## src/rtl/add_arbiter_pkg.sv

```systemverilog
// Shared definitions for the two-requester adder arbiter: datapath width,
// requester IDs and the response-register state encoding.
package add_arbiter_pkg;

    localparam int XLEN = 64;

    localparam logic [0:0] REQ_EXU = 1'b0;
    localparam logic [0:0] REQ_AGU = 1'b1;

    typedef enum logic {
        RSP_EMPTY = 1'b0,
        RSP_FULL  = 1'b1
    } rsp_state_e;

endpackage

```

## src/rtl/add.sv

```systemverilog
// Team 64-bit ripple-carry adder: C = A + B (mod 2^64) with signed overflow.
module add (
    output logic        ov,
    output logic [63:0] C,
    input  logic [63:0] A,
    input  logic [63:0] B
);

    logic w_carry;

    // Ripple the carry bit by bit; the final carry-out is deliberately dropped.
    always_comb begin
        w_carry = 1'b0;
        C       = 64'd0;
        for (int i = 0; i < 64; i++) begin
            C[i]    = A[i] ^ B[i] ^ w_carry;
            w_carry = (A[i] & B[i]) | (w_carry & (A[i] ^ B[i]));
        end
        ov = (A[63] == B[63]) && (C[63] != A[63]);
    end

endmodule

```

## src/rtl/add_arbiter.sv

```systemverilog
// Round-robin sharing of one 64-bit adder between two valid/ready requesters,
// with a single registered response under valid/ready back-pressure.
module add_arbiter
    import add_arbiter_pkg::*;
#(
    parameter int WIDTH = XLEN,
    parameter int ID_W  = 1
) (
    input  logic             clk,
    input  logic             reset,
    input  logic             req0_valid,
    input  logic [WIDTH-1:0] req0_a,
    input  logic [WIDTH-1:0] req0_b,
    output logic             req0_ready,
    input  logic             req1_valid,
    input  logic [WIDTH-1:0] req1_a,
    input  logic [WIDTH-1:0] req1_b,
    output logic             req1_ready,
    output logic             rsp_valid,
    input  logic             rsp_ready,
    output logic [ID_W-1:0]  rsp_id,
    output logic [WIDTH-1:0] rsp_sum,
    output logic             rsp_ov
);

    rsp_state_e       r_state;
    rsp_state_e       w_state_nxt;
    logic [ID_W-1:0]  r_prio;
    logic [ID_W-1:0]  r_rsp_id;
    logic [WIDTH-1:0] r_rsp_sum;
    logic             r_rsp_ov;

    logic             w_accept;
    logic             w_grant0;
    logic             w_grant1;
    logic             w_fire;
    logic [ID_W-1:0]  w_grant_id;
    logic [WIDTH-1:0] w_op_a;
    logic [WIDTH-1:0] w_op_b;
    logic [WIDTH-1:0] w_sum;
    logic             w_ov;

    // The register can take a new result when empty or when it drains this cycle.
    assign w_accept = !reset && ((r_state == RSP_EMPTY) || rsp_ready);

    // A lone requester always wins; on contention prio picks the winner.
    assign w_grant0 = req0_valid && (!req1_valid || (r_prio == ID_W'(REQ_EXU)));
    assign w_grant1 = req1_valid && (!req0_valid || (r_prio == ID_W'(REQ_AGU)));

    assign req0_ready = w_accept && w_grant0;
    assign req1_ready = w_accept && w_grant1;
    assign w_fire     = req0_ready || req1_ready;
    assign w_grant_id = w_grant1 ? ID_W'(REQ_AGU) : ID_W'(REQ_EXU);

    // Requester 0 is the default mux leg when nobody is granted.
    assign w_op_a = w_grant1 ? req1_a : req0_a;
    assign w_op_b = w_grant1 ? req1_b : req0_b;

    add u_add (
        .ov (w_ov),
        .C  (w_sum),
        .A  (w_op_a),
        .B  (w_op_b)
    );

    // Response-state next-state logic: fire fills, a drained register empties.
    always_comb begin
        w_state_nxt = r_state;
        case (r_state)
            RSP_EMPTY: begin
                if (w_fire) begin
                    w_state_nxt = RSP_FULL;
                end else begin
                    w_state_nxt = RSP_EMPTY;
                end
            end
            RSP_FULL: begin
                if (w_fire) begin
                    w_state_nxt = RSP_FULL;
                end else if (rsp_ready) begin
                    w_state_nxt = RSP_EMPTY;
                end else begin
                    w_state_nxt = RSP_FULL;
                end
            end
            default: w_state_nxt = RSP_EMPTY;
        endcase
    end

    // State, round-robin pointer and response payload registers.
    always_ff @(posedge clk) begin
        if (reset) begin
            r_state   <= RSP_EMPTY;
            r_prio    <= ID_W'(REQ_EXU);
            r_rsp_id  <= '0;
            r_rsp_sum <= '0;
            r_rsp_ov  <= 1'b0;
        end else begin
            r_state <= w_state_nxt;
            if (w_fire) begin
                r_prio    <= w_grant1 ? ID_W'(REQ_EXU) : ID_W'(REQ_AGU);
                r_rsp_id  <= w_grant_id;
                r_rsp_sum <= w_sum;
                r_rsp_ov  <= w_ov;
            end else begin
                r_prio    <= r_prio;
                r_rsp_id  <= r_rsp_id;
                r_rsp_sum <= r_rsp_sum;
                r_rsp_ov  <= r_rsp_ov;
            end
        end
    end

    assign rsp_valid = (r_state == RSP_FULL);
    assign rsp_id    = r_rsp_id;
    assign rsp_sum   = r_rsp_sum;
    assign rsp_ov    = r_rsp_ov;

endmodule

```

## config.mk

```make
export PLATFORM = sky130hd
export DESIGN_NAME = add_arbiter
export DESIGN_NICKNAME = d
export VERILOG_FILES = /design/src/rtl/add_arbiter_pkg.sv /design/src/rtl/add.sv /design/src/rtl/add_arbiter.sv
export SDC_FILE = /design/constraint.sdc
export NUM_CORES = 1
export LEC_CHECK = 0
export CAP_MARGIN = 10
export CORE_MARGIN = 5
export CORE_UTILIZATION = 33
export DETAILED_ROUTE_END_ITERATION = 6
export HOLD_SLACK_MARGIN = 0.06
export PLACE_DENSITY = 0.86
export SYNTH_ARGS = -nofsm -noshare
export SYNTH_HDL_FRONTEND = slang
export SYNTH_SLANG_ARGS = --single-unit
```

## constraint.sdc

```tcl
create_clock -name clk -period 28.2 [get_ports clk]
set_input_delay 2.82 -clock clk [delete_from_list [all_inputs] [get_ports clk]]
set_output_delay 2.82 -clock clk [all_outputs]
set_load 0.05 [all_outputs]
```

# == Word level (Yosys, flattened, before mapping) ==
# Index checks and enable logic that the tools add are counted.
# op_classes
eq_ne,2
n_mux,8
n_bitwise,316
n_reduce_logical,13
# ops
op,n
$mux 64,2
$xor 1x1->1,127
$and 1x1->1,125
$or 1x1->1,62
$logic_and 1x1->1,6
$mux 1,5
$logic_or 1x1->1,4
$logic_not 1->1,3
$not 1->1,2
$pmux 1 s2,1
$eq 1x1->1,1
$ne 1x1->1,1
# totals
register_bits,68
input_bits,261

# == Depth between registers and ports, before layout ==
# logic_depth
word_depth,132
mapped_depth,74

# == By module ==
# A second synthesis with hierarchy kept.
# hier_totals
hier_cells,540
hier_area_um2,6160.9
# modules_own_cells
module,instances,cells_each,area_per_inst_um2,seq_area_each_um2
add_arbiter,1,467,4854.7,1361.3
add,1,73,1306.3,0.0

# == Least setup slack after synthesis ==
# Ideal clock, no wire load.
# synth_timing
path_kind,input port to flip-flop
start,input port req0_valid
end,register r_rsp_ov (netlist: rsp_ov)
arrival_time_ps,29020
required_time_ps,28130
setup_slack_ps,-890
stages,72
path_buffers,2
path_cell_list,nand2b_1 -> nand2_1 -> buf_2 -> buf_2 -> mux2i_1 -> fa_1 -> fa_1 -> fa_1 -> fa_1 -> fa_1 -> fa_1 -> fa_1 -> fa_1 -> fa_1 -> fa_1 -> fa_1 -> fa_1 -> fa_1 -> (+36 left out) -> fa_1 -> fa_1 -> fa_1 -> fa_1 -> fa_1 -> fa_1 -> fa_1 -> fa_1 -> fa_1 -> fa_1 -> fa_1 -> fa_1 -> fa_1 -> fa_1 -> fa_1 -> or3_1 -> a311o_1 -> a21oi_1
# synth_between
elab_chain_cells,132
# synth_lines
element,line,text
start: declaration,add_arbiter.sv:11,"input logic req0_valid,"
$logic_not 1->1,add_arbiter.sv:48,assign w_grant1 = req1_valid && (!req0_valid || (r_prio == ID_W'(REQ_AGU)));
$logic_or 1x1->1,add_arbiter.sv:48,
$logic_and 1x1->1,add_arbiter.sv:48,
"$mux 64, on equally long branches","add_arbiter.sv:56, add_arbiter.sv:57",
$and 1x1->1 or $xor 1x1->1 (tied branches),add.sv:17,w_carry = (A[i] & B[i]) | (w_carry & (A[i] ^ B[i]));
$and 1x1->1,add.sv:17,
$or 1x1->1,add.sv:17,
$and 1x1->1,add.sv:17,
(+116 left out),--,
$or 1x1->1,add.sv:17,
$and 1x1->1,add.sv:17,
$or 1x1->1,add.sv:17,
$and 1x1->1,add.sv:17,
$or 1x1->1,add.sv:17,
$xor 1x1->1,add.sv:16,C[i] = A[i] ^ B[i] ^ w_carry;
$ne 1x1->1,add.sv:19,ov = (A[63] == B[63]) && (C[63] != A[63]);
$logic_and 1x1->1,add.sv:19,
end signal: assignment,add_arbiter.sv:104,r_rsp_ov <= w_ov;
end signal: assignment,add_arbiter.sv:109,r_rsp_ov <= r_rsp_ov;
end: declaration,add_arbiter.sv:31,logic r_rsp_ov;
# Parallel ways exist; a longest one is shown, timed or not.
# A chain may end at the register's enable or synchronous reset.

# == Worst setup path in the final report ==
# Ends and elaborated chain as after synthesis.

==> flow_summary_export.csv <==
group,metric,value,unit
outcome,status,"finished, final reports clean",
clock_network,cts_buffers,9,
cells_and_area,nets,1101,
synthesis,syn_nets,784,
synthesis,ys_warn_count,0,
detailed_routing,viasPerCell,4.82,
detailed_routing,wire_per_inst,17.6,um
floorplanning,rows,45,
cells_and_area,areaGrowthSynthToFinish,77.2,%
timing,finalCriticalPeriod,27.52,ns
timing,relSlewSlack,34.7,%
detailed_routing,vias,4675,
cells_and_area,insertedDiodeCount,0,
timing,finalSetupViolations,0,
pwr,p_per_area,45.3,nW/um^2
clock_network,cts_max_level,3,
detailed_routing,drc,0,
job,max_cap_viol_count,0,
grt,antenna_found_initial,0,
synthesis,synth.top_cell.area_share,27.3,%
worst_setup_path,arrival,27.77,ns
cells_and_area,final_cells,969,
worst_setup_path,crit_path_max_incr_delay,0.42,ns
floorplanning,io_pins,330,
clock_network,cts_tree,"yes",
worst_setup_path,crit_top_cell,"fa_2",
detailed_routing,drt_first_pass_iters,4,
clock_network,clock_latency,0.33,ns
grt,overflow,0,
floorplanning,initial_core_util,33.2,%
cells_and_area,final_cell_mix,"328 x clkdlybuf4s50_1, 122 x mux2i_1, 68 x dfxtp_1",
clock_network,ctsLongestPathBuffers,2,
floorplanning,core_area,15000,um^2
worst_setup_path,path_max_fanout,4,
grt,grt_max_degree,72,
timing,fin_ws,0.685,ns
floorplanning,die_x,133,um
worst_setup_path,path_class,"in -> reg",
timing,fmax,36.3,MHz
synthesis,post-synth-top-area-cell,"dfxtp_1",
cells_and_area,fin_area,8850,um^2
worst_setup_path,worstPathRequired,28.45,ns
cells_and_area,layout-drive-gt1-share,10.5,%
timing,rsz0062_at_grt,"false",
placed_design,gp_congestion,0.805,
grt,grtUsageTotal,18.8,%
timing,fin_skew,0.00392,ns
pwr,vdd_ir_drop_max,0.0000285,V
worst_hold_path,min_path_type,"reg -> reg",
worst_setup_path,worstSetupEndpointType,"register",
detailed_routing,drtIter0Drc,122,
placed_design,port_buffers,329,
floorplanning,die_h,133,um
synthesis,synth_cell_types,28,
grt,grt_pass1_vias,5002,
floorplanning,dieArea,17700,um^2
timing,tightest_slew,0.980,ns
timing,slew_viol_final,0,
detailed_routing,wl,17100,um
synthesis,yosys-top-cells-area,"dfxtp_1 27%, fa_1 25%, mux2i_1 24%, a211oi_1 9.2%, nor2_1 4.7%",
synthesis,ys_seq_area_share,27.3,%
placed_design,placed_area,8490,um^2
worst_setup_path,r2r_slack,3.18,ns
synthesis,syn_avg_cell_area,10.9,um^2
timing,finalCritPeriodShare,97.6,%
placed_design,dp_worst_setup_slack,-1.39,ns
placed_design,placedCellCount,953,
synthesis,post_synth_instance_area,4990,um^2
worst_setup_path,cp_slowest_cell,"clkdlybuf4s50_1",
worst_setup_path,crit_path_start_kind,"primary input",
timing,hold_viol,0,
synthesis,synthCells,460,
pwr,p_leak,3.65,nW
grt,grt_pass1_wl,26100,um
cells_and_area,layout_commonest_cell,"clkdlybuf4s50_1",
synthesis,ys_ff_latch,68,
detailed_routing,ant_nets,0,
clock_network,clock-root-buffer,"clkbuf_16",
clock_network,clk_pin_slew,0.05,ns
placed_design,dp_hpwl,14300,um
clock_network,cts_sinks,68,
cell families after synthesis:
| logic type | Yosys count | share of synthesized area [%] |
|---|---|---|
| and+or+nand+nor | 85 | 7.29 |
| AOI/OAI and AO/OA | 75 | 10.8 |
| muxes | 126 | 25.4 |
| adders and majority gates | 63 | 25.1 |
| DFF | 68 | 27.3 |
| buffers and inverters | 41 | 3.81 |
| xor gates and xnor gates | 2 | 0.351 |
cell usage after synthesis:
master / instances
a21oi_1: 7
mux2i_1: 122
ha_1: 1
o21a_1: 1
xor2_1: 2
buf_1: 1
a2111oi_0: 1
buf_4: 1
dfxtp_1: 68
nand2_1: 6
nor3_1: 4
or3_1: 3
nor2_1: 62
and3_1: 1
nand3_1: 2
mux2_2: 4
clkbuf_1: 8
a311o_1: 1
nor4_1: 1
nand2b_1: 2
fa_1: 62
o21ai_0: 3
buf_2: 26
o31ai_1: 1
a211oi_1: 61
inv_1: 5
nor2b_1: 3
nor3_4: 1
through the flow:
stage / hold WS [ns] / total power, W / TNS (ns) / util (%)
6_report: 0.471 / 0.000401 / 0 / 58.9
5_1_grt: 0.510 / 0.000428 / 0 / 58.9
4_1_cts: 0.474 / 0.000406 / 0 / 58.6
3_5_place_dp: 0.467 / 0.000299 / -4.00 / 56.5
3_3_place_gp: 0.447 / 0.000294 / -2.20 / 56.5
2_1_floorplan: 0.477 / 0.000220 / 0 / -
state kept, by name (all words and copies together) (netlist names):
signal	cells
r_prio	1
rsp_id	1
rsp_ov	1
rsp_sum	64
rsp_valid	1
area by class of cell:
class | count | area, um^2
fill | 1263 | 6180
multi-input combinational | 351 | 3580
timing repair buffer | 342 | 3390
sequential | 68 | 1360
clock buffer | 13 | 260
tap | 188 | 235
inverter | 5 | 18.8
clock inverter | 2 | 10.0
critical path: cells and delay by family:
kind | cells | cell delay (ns)
adders and majority gates | 63 | 23.09
buffers and inverters | 4 | 0.63
and+or+nand+nor | 3 | 0.54
AOI/OAI and AO/OA | 2 | 0.45
muxes | 1 | 0.23
routing by layer:
layer	GRT usage [%]	vias to the layer above	routed length, um
li1	-	2268	-
met1	20.5	2194	6320
met2	34.8	194	9200
met3	6.20	19	1290
met4	4.97	0	296
met5	0	-	0
path summary, 6_finish.rpt:
check	end	start	cells after the start
worst max-delay path	rsp_ov	req0_valid	73
worst min-delay path	rsp_sum[0]	rsp_sum[0]	2
worst max register to register	rsp_ov	r_prio	72
worst min register to register	rsp_sum[0]	rsp_sum[0]	2
power by group:
part,switching [W],total (W),internal (W)
combinational,0.0000967,0.000187,0.0000899
clock,0.0000395,0.000103,0.0000635
sequential,0.00000516,0.000112,0.000107
what timing repair did:
action,4_1_cts,5_1_grt
gates resized for setup,19,12
hold endpoints to repair,0,0
setup buffers,1,0
hold buffers,0,0
pin swaps,5,7
endpoints found under the setup margin,4,3
Power figures use the tool's default switching activity.
